**src/rtl/sized_numbers_pkg.sv**
```systemverilog
// -----------------------------------------------------------------------------
// sized_numbers_pkg
//
// Shared widths, the serializer FSM state type and the bit-ordering helper
// used by the sized-number frame serializer and its shifter.
//
// Contents:
//   BI_W, HEX_W, FRAME_W  field and frame widths (6 + 16 = 22 bits)
//   CNT_W, LAST_POS       bit-position counter width and final position (21)
//   state_t               IDLE / SHIFT / PARITY
//   frame_t               one captured frame word
//   bit_index()           maps a serial position to a frame bit index
// -----------------------------------------------------------------------------
package sized_numbers_pkg;

    localparam int BI_W    = 6;
    localparam int HEX_W   = 16;
    localparam int FRAME_W = BI_W + HEX_W;
    localparam int CNT_W   = 5;

    localparam logic [CNT_W-1:0] LAST_POS = CNT_W'(FRAME_W - 1);

    typedef enum logic [1:0] {
        IDLE   = 2'd0,
        SHIFT  = 2'd1,
        PARITY = 2'd2
    } state_t;

    typedef logic [FRAME_W-1:0] frame_t;

    // Serial position 0 is the first bit on the wire. MSB-first sends frame
    // bit 21 at position 0; LSB-first sends frame bit 0 at position 0.
    function automatic logic [CNT_W-1:0] bit_index(input logic [CNT_W-1:0] pos,
                                                   input bit               msb_first);
        return msb_first ? (LAST_POS - pos) : pos;
    endfunction

endpackage

```
**src/rtl/sized_frame_serializer_if.sv**
```systemverilog
// -----------------------------------------------------------------------------
// sized_frame_serializer_if
//
// Bundles the word handshake, the serial output and the status signals of the
// sized-number frame serializer.
//
// Handshake: a word moves on every rising clk edge where in_valid and in_ready
// are both 1. in_valid, bi_in and hex_in are only looked at while in_ready=1;
// the serial side has no back-pressure, ser_out is meaningful only while
// ser_valid=1 and is forced to 0 otherwise.
//
// Signals:
//   in_valid, bi_in[5:0], hex_in[15:0]   upstream word (master -> slave)
//   in_ready                             serializer can take a word
//   ser_out, ser_valid, frame_start      serial stream
//   busy, frame_count[7:0]               status
//   state                                FSM state, for observation only
//
// Modports: master = upstream/observer side, slave = the serializer.
// -----------------------------------------------------------------------------
interface sized_frame_serializer_if;
    import sized_numbers_pkg::*;

    logic             in_valid;
    logic             in_ready;
    logic [BI_W-1:0]  bi_in;
    logic [HEX_W-1:0] hex_in;
    logic             ser_out;
    logic             ser_valid;
    logic             frame_start;
    logic             busy;
    logic [7:0]       frame_count;
    state_t           state;

    modport master (
        output in_valid, bi_in, hex_in,
        input  in_ready, ser_out, ser_valid, frame_start, busy, frame_count, state
    );

    modport slave (
        input  in_valid, bi_in, hex_in,
        output in_ready, ser_out, ser_valid, frame_start, busy, frame_count, state
    );

endinterface

```
**src/rtl/frame_shifter.sv**
```systemverilog
// -----------------------------------------------------------------------------
// frame_shifter
//
// Holds the captured frame, the serial bit-position counter and the running
// parity of the bits already sent. The frame register is never shifted: the
// counter selects bits out of it, so the captured word stays intact for the
// whole frame.
//
// The serializer registers its outputs, so this block presents the bit that
// goes on the wire in the *next* cycle:
//   first_bit  bit at position 0 of the word currently on the input (load)
//   next_bit   bit at position cnt+1 of the stored frame (0 at the last bit)
//   last       cnt is at position 21, i.e. the final data bit is on the wire
//   parity     XOR of every bit sent so far; at 'last' it covers all 22 bits
//
// Ports:
//   clk, rst    clock and synchronous active-high reset (wins over load)
//   load        capture 'word' and restart at position 0
//   step        advance one position
//   word        frame to capture
// -----------------------------------------------------------------------------
module frame_shifter
    import sized_numbers_pkg::*;
#(
    parameter bit MSB_FIRST = 1'b1
) (
    input  logic   clk,
    input  logic   rst,
    input  logic   load,
    input  logic   step,
    input  frame_t word,
    output logic   first_bit,
    output logic   next_bit,
    output logic   last,
    output logic   parity
);

    frame_t           frame;
    logic [CNT_W-1:0] cnt;
    logic             par_acc;
    logic [CNT_W-1:0] next_pos;

    assign last      = (cnt == LAST_POS);
    assign first_bit = word[bit_index('0, MSB_FIRST)];

    // Hold the position at the last bit so the index never leaves 0..21.
    assign next_pos  = last ? cnt : cnt + CNT_W'(1);
    assign next_bit  = last ? 1'b0 : frame[bit_index(next_pos, MSB_FIRST)];
    assign parity    = par_acc;

    always_ff @(posedge clk) begin
        if (rst) begin
            frame   <= '0;
            cnt     <= '0;
            par_acc <= 1'b0;
        end else if (load) begin
            frame   <= word;
            cnt     <= '0;
            // Position 0 goes on the wire right after the load, so it is
            // already part of the running parity.
            par_acc <= first_bit;
        end else if (step) begin
            cnt     <= next_pos;
            par_acc <= par_acc ^ next_bit;
        end
    end

endmodule

```
**src/rtl/sized_frame_serializer.sv**
```systemverilog
// -----------------------------------------------------------------------------
// sized_frame_serializer
//
// Takes a 22-bit {bi_in, hex_in} word from the upstream sized-number stage and
// sends it out one bit per cycle, followed by an even-parity bit, giving a
// 23-cycle frame. A new word can be accepted during the parity cycle so
// back-to-back frames leave no gap on ser_valid.
//
// FSM:
//   IDLE    in_ready=1, nothing on the wire
//   SHIFT   22 data bits, in_ready=0 (inputs ignored)
//   PARITY  parity bit, in_ready=1; a transfer here starts the next frame
//
// All outputs are registered: each is computed one cycle ahead from the next
// state, so the first data bit appears the cycle after the transfer.
//
// Ports:
//   clk   single clock, rising edge
//   rst   synchronous active-high reset; beats a coincident transfer
//   bus   sized_frame_serializer_if.slave (handshake, serial out, status)
//
// Parameter:
//   MSB_FIRST  1: frame bit 21 first; 0: frame bit 0 first
// -----------------------------------------------------------------------------
module sized_frame_serializer
    import sized_numbers_pkg::*;
#(
    parameter bit MSB_FIRST = 1'b1
) (
    input  logic                     clk,
    input  logic                     rst,
    sized_frame_serializer_if.slave  bus
);

    state_t     state;
    logic       in_ready;
    logic       ser_out;
    logic       ser_valid;
    logic       frame_start;
    logic       busy;
    logic [7:0] frame_count;

    frame_t     word;
    logic       transfer;
    logic       step;
    logic       first_bit;
    logic       next_bit;
    logic       last;
    logic       parity;

    assign word     = {bus.bi_in, bus.hex_in};
    assign transfer = bus.in_valid && in_ready;
    assign step     = (state == SHIFT) && !last;

    frame_shifter #(
        .MSB_FIRST (MSB_FIRST)
    ) u_shifter (
        .clk       (clk),
        .rst       (rst),
        .load      (transfer),
        .step      (step),
        .word      (word),
        .first_bit (first_bit),
        .next_bit  (next_bit),
        .last      (last),
        .parity    (parity)
    );

    always_ff @(posedge clk) begin
        if (rst) begin
            state       <= IDLE;
            in_ready    <= 1'b1;
            ser_out     <= 1'b0;
            ser_valid   <= 1'b0;
            frame_start <= 1'b0;
            busy        <= 1'b0;
            frame_count <= 8'd0;
        end else begin
            frame_start <= 1'b0;
            case (state)
                IDLE: begin
                    if (transfer) begin
                        state       <= SHIFT;
                        in_ready    <= 1'b0;
                        busy        <= 1'b1;
                        ser_valid   <= 1'b1;
                        frame_start <= 1'b1;
                        ser_out     <= first_bit;
                    end
                end

                SHIFT: begin
                    if (last) begin
                        state    <= PARITY;
                        in_ready <= 1'b1;
                        ser_out  <= parity;
                    end else begin
                        ser_out  <= next_bit;
                    end
                end

                PARITY: begin
                    // The frame completes as this cycle ends.
                    frame_count <= frame_count + 8'd1;
                    if (transfer) begin
                        // Chain straight into the next frame; ser_valid and
                        // busy stay high.
                        state       <= SHIFT;
                        in_ready    <= 1'b0;
                        frame_start <= 1'b1;
                        ser_out     <= first_bit;
                    end else begin
                        state     <= IDLE;
                        busy      <= 1'b0;
                        ser_valid <= 1'b0;
                        ser_out   <= 1'b0;
                    end
                end

                default: begin
                    state     <= IDLE;
                    in_ready  <= 1'b1;
                    busy      <= 1'b0;
                    ser_valid <= 1'b0;
                    ser_out   <= 1'b0;
                end
            endcase
        end
    end

    assign bus.in_ready    = in_ready;
    assign bus.ser_out     = ser_out;
    assign bus.ser_valid   = ser_valid;
    assign bus.frame_start = frame_start;
    assign bus.busy        = busy;
    assign bus.frame_count = frame_count;
    assign bus.state       = state;

endmodule

```
**src/flat_wrapper.sv**
```systemverilog
// flat-port wrapper written by rule: the top's interface ports become plain ports
module sized_frame_serializer_flat import sized_numbers_pkg::*;
#(
    parameter bit MSB_FIRST = 1'b1
)
  (clk, rst, bus_in_valid, bus_bi_in, bus_hex_in, bus_in_ready, bus_ser_out, bus_ser_valid, bus_frame_start, bus_busy, bus_frame_count, bus_state);
  sized_frame_serializer_if bus_i ();
  input  logic clk;
  input  logic rst;
  input wire logic [$bits(bus_i.in_valid)-1:0] bus_in_valid;
  input wire logic [$bits(bus_i.bi_in)-1:0] bus_bi_in;
  input wire logic [$bits(bus_i.hex_in)-1:0] bus_hex_in;
  output wire logic [$bits(bus_i.in_ready)-1:0] bus_in_ready;
  output wire logic [$bits(bus_i.ser_out)-1:0] bus_ser_out;
  output wire logic [$bits(bus_i.ser_valid)-1:0] bus_ser_valid;
  output wire logic [$bits(bus_i.frame_start)-1:0] bus_frame_start;
  output wire logic [$bits(bus_i.busy)-1:0] bus_busy;
  output wire logic [$bits(bus_i.frame_count)-1:0] bus_frame_count;
  output wire logic [$bits(bus_i.state)-1:0] bus_state;
  assign bus_i.in_valid = bus_in_valid;
  assign bus_i.bi_in = bus_bi_in;
  assign bus_i.hex_in = bus_hex_in;
  assign bus_in_ready = bus_i.in_ready;
  assign bus_ser_out = bus_i.ser_out;
  assign bus_ser_valid = bus_i.ser_valid;
  assign bus_frame_start = bus_i.frame_start;
  assign bus_busy = bus_i.busy;
  assign bus_frame_count = bus_i.frame_count;
  assign bus_state = bus_i.state;
  sized_frame_serializer #(.MSB_FIRST(MSB_FIRST)) u_core (.clk(clk), .rst(rst), .bus(bus_i));
endmodule
```
**config.mk**
```make
export PLATFORM = sky130hd
export DESIGN_NAME = sized_frame_serializer_flat
export DESIGN_NICKNAME = d
export VERILOG_FILES = /design/src/rtl/sized_numbers_pkg.sv /design/src/rtl/sized_frame_serializer_if.sv /design/src/rtl/frame_shifter.sv /design/src/rtl/sized_frame_serializer.sv /design/src/flat_wrapper.sv
export SDC_FILE = /design/constraint.sdc
export NUM_CORES = 1
export LEC_CHECK = 0
export ABC_AREA = 1
export BUFFER_PORTS_ARGS = -buffer_cell sky130_fd_sc_hd__buf_2
export CAP_MARGIN = 20
export CORE_ASPECT_RATIO = 1.4
export CORE_MARGIN = 4
export CORE_UTILIZATION = 40
export CTS_CLUSTER_DIAMETER = 60
export DETAILED_ROUTE_END_ITERATION = 8
export GPL_TIMING_DRIVEN = 0
export PLACE_DENSITY = 0.69
export SLEW_MARGIN = 0
export SYNTH_ARGS = -nofsm -noshare
export SYNTH_HDL_FRONTEND = slang
export SYNTH_SLANG_ARGS = --single-unit
```
**constraint.sdc**
```tcl
create_clock -name clk -period 5.3 [get_ports clk]
set_input_delay 0.795 -clock clk [delete_from_list [all_inputs] [get_ports clk]]
set_output_delay 0.795 -clock clk [all_outputs]
set_load 0.02 [all_outputs]
```
==> run summary <==
CTS Sinks - 42
Number of cells on the worst reg-to-reg path - 17
RSZ-0062 raised after global routing - false
Setup crit end kind - flip-flop
DIE HEIGHT - 93.6 µm
Max Root-Sink Buffers - 2
FFs w/ async S/R, synth - 0%
Final WS setup - 3.12 ns
Dominant synthesized flop cell - dfxtp_1
Crit path max fanout - 10
Critical path class - flip-flop to flip-flop
CP startpoint kind - flip-flop
Mapped Area - 2090 µm²
Cell Count Post-Placement - 396
WL final - 4770 µm
Yosys reg bits - 42
Hold path depth - 1
Postcts setup bufs - 0
Power Total - 0.735 mW
DRC Markers - 0
Overall Global Routing Usage - 15.4%
Largest net degree at the start of global routing - 15
Post-Layout Cell Count - 404
HPWL Detailed - 3750 µm
Max_cap viols - 0
Layout cell share with drive strength beyond 1 - 21.5%
Peak VDD IR - 0.186 mV
Root Buffer - clkbuf_8
Syn Area/Cell - 7.15 µm²
Fin. Hold Viols - 0
Drt pass-1 iters - 5
Hold Worst Slack - 0.452 ns
Final setup skew - 0.00786 ns
Vias - 1991
Final setup TNS - 0 ns
CTS tree - done
Worst-path clk slew - 0.09 ns
Fill count - 522
PortBufs - 39
Worst EP arrival - 2.38 ns
Vias in the first global route - 1900
Synth area leader - dfxtp_1
Cell variety after synth - 33
Synth warnings - 0
Power density cells - 296 nW/µm²
Largest cells by area after synthesis - dfxtp_1, o21ai_0, a21oi_1
Antenna diodes - 0
Clock Latency Late Sink - 0.30 ns
Sequential area share after synthesis - 40.1%
Starting Density - 42.3%
Slew Limit Fails - 0
Slew HR - 68.4%
Area fraction of the dominant cell type after synthesis - 40.1%
Routed vias/inst - 4.93
Final net count - 367
Final instance area - 2480 µm²
Req. time, crit path - 5.50 ns
Count leader, synth - dfxtp_1
Minimum clock period - 2.18 ns
Initial antenna violation count - 0
Grt ovf - 0
Io pins - 40
H-tree depth - 2
Wire length per cell - 11.8 µm
Post-synth EDFFs - 0
Post-Synthesis Cells - 293
Final period util - 41.2%
Core Util, Final - 50.1%
Setup Viol. Count Final - 0
Starting DRC count in detailed routing - 56
Gpl congestion - 0.820
Top post-synthesis cells by count - dfxtp_1, nand2_1, inv_1, o21ai_0
Worst Tran Pin Value - 0.474 ns
Min-delay worst type - flip-flop to flip-flop
Final ANT Viol Nets - 0
Fmax - 458 MHz
Mapped Nets - 321
Post-CTS Resized - 0
Core region area - 4950 µm²
Outcome - finished clean
Die width - 69.2 µm
Hold-fix buffers at CTS - 0
First-pass GRT wire length - 8270 µm
Place WS - 2.96 ns
Pleak - 1.20 nW
Inserted Clock Buffers - 5
Die ar. - 6470 µm²
Layout area overhead - 18.6%
Rows - 30
Cell Area, Placed - 2370 µm²
==> where the power goes <==
group          internal (mW)  switching [mW]  total, mW
Combinational         0.0488          0.0830      0.132
Clock                  0.140           0.114      0.254
Sequential             0.337          0.0114      0.349
Total                  0.526           0.209      0.735
==> sequential cells by signal, summed over array words and instances, names as in the netlist <==
name and cells:
u_core.u_shifter.frame 22, u_core.bus.frame_count 8, u_core.u_shifter.cnt 5, u_core.bus.state 2
u_core.bus.busy 1, u_core.bus.frame_start 1, u_core.bus.in_ready 1, u_core.bus.ser_out 1
u_core.u_shifter.parity 1
==> routing by layer <==
| layer | part of all wire (%) | up-vias | track usage, % |
|---|---|---|---|
| met5 | 0 | - | 0 |
| li1 | - | 1043 | - |
| met1 | 42 | 906 | 17.1 |
| met2 | 52 | 33 | 27.8 |
| met3 | 3.9 | 9 | 3.33 |
| met4 | 2.0 | 0 | 7.17 |
==> cells by family (layout without fill, tap and decap cells) <==
| logic type | count (synthesis) | count (layout) | share of synthesized area, % |
|---|---|---|---|
| AOI/OAI and AO/OA | 68 | 68 | 16.8 |
| buffers and inverters | 52 | 99 | 10.4 |
| and+or+nand+nor | 124 | 124 | 29.2 |
| adders and majority gates | 3 | 3 | 1.79 |
| DFF | 42 | 42 | 40.1 |
| xor gates and xnor gates | 4 | 4 | 1.67 |
==> placed cells by master, fill, tap and decap left out, types with 4 or more instances in the layout <==
| cell | count |
|---|---|
| nor3_1 | 5 |
| nor2_2 | 4 |
| clkbuf_1 | 5 |
| nand2_4 | 5 |
| buf_2 | 40 |
| clkbuf_8 | 5 |
| dfxtp_1 | 42 |
| nand2_1 | 40 |
| nand3_1 | 25 |
| nor2_1 | 30 |
| nand2_2 | 6 |
| o21ai_0 | 31 |
| inv_1 | 38 |
| a21oi_1 | 30 |
==> critical path, stage by stage, from the launching register on <==
cell and delay (ns):
dfxtp_1 0.54, ha_1 0.26, nand2_4 0.09, inv_4 0.07, nand2_4 0.08, nand2_4 0.12
nand2_4 0.08, buf_6 0.14, nor2_1 0.10, nor2_1 0.06, nor2_1 0.10, nand2_1 0.07
nand3_2 0.07, nand2_2 0.06, nand2_2 0.06, nand3_1 0.07, nand2_1 0.06, nand2_1 0.04
==> final cells by class <==
cell class                      count  area [µm²]  share of cell area [%]
Sequential cell                    42         841                    33.9
Multi-Input combinational cell    199        1040                    41.7
Timing Repair Buffer               39         195                    7.86
Buffer                             10        57.6                    2.32
Inverter                           42         160                    6.45
Clock buffer                        5        68.8                    2.77
Clock inverter                      3        45.0                    1.81
Tap cell                           64        80.1                    3.22
==> path summary, 6_finish.rpt <==
check	start	endpoint	slack [ns]
min	u_core.bus.frame_count[7]$_SDFFE_PP0P_	u_core.bus.frame_count[7]$_SDFFE_PP0P_	0.45
min reg2reg	u_core.bus.frame_count[7]$_SDFFE_PP0P_	u_core.bus.frame_count[7]$_SDFFE_PP0P_	0.45
max reg2reg	u_core.u_shifter.cnt[0]$_SDFFE_PP0P_	u_core.bus.ser_out$_SDFFE_PP0N_	3.12
max	u_core.u_shifter.cnt[0]$_SDFFE_PP0P_	u_core.bus.ser_out$_SDFFE_PP0N_	3.12
(Power assumes the default switching activity.)
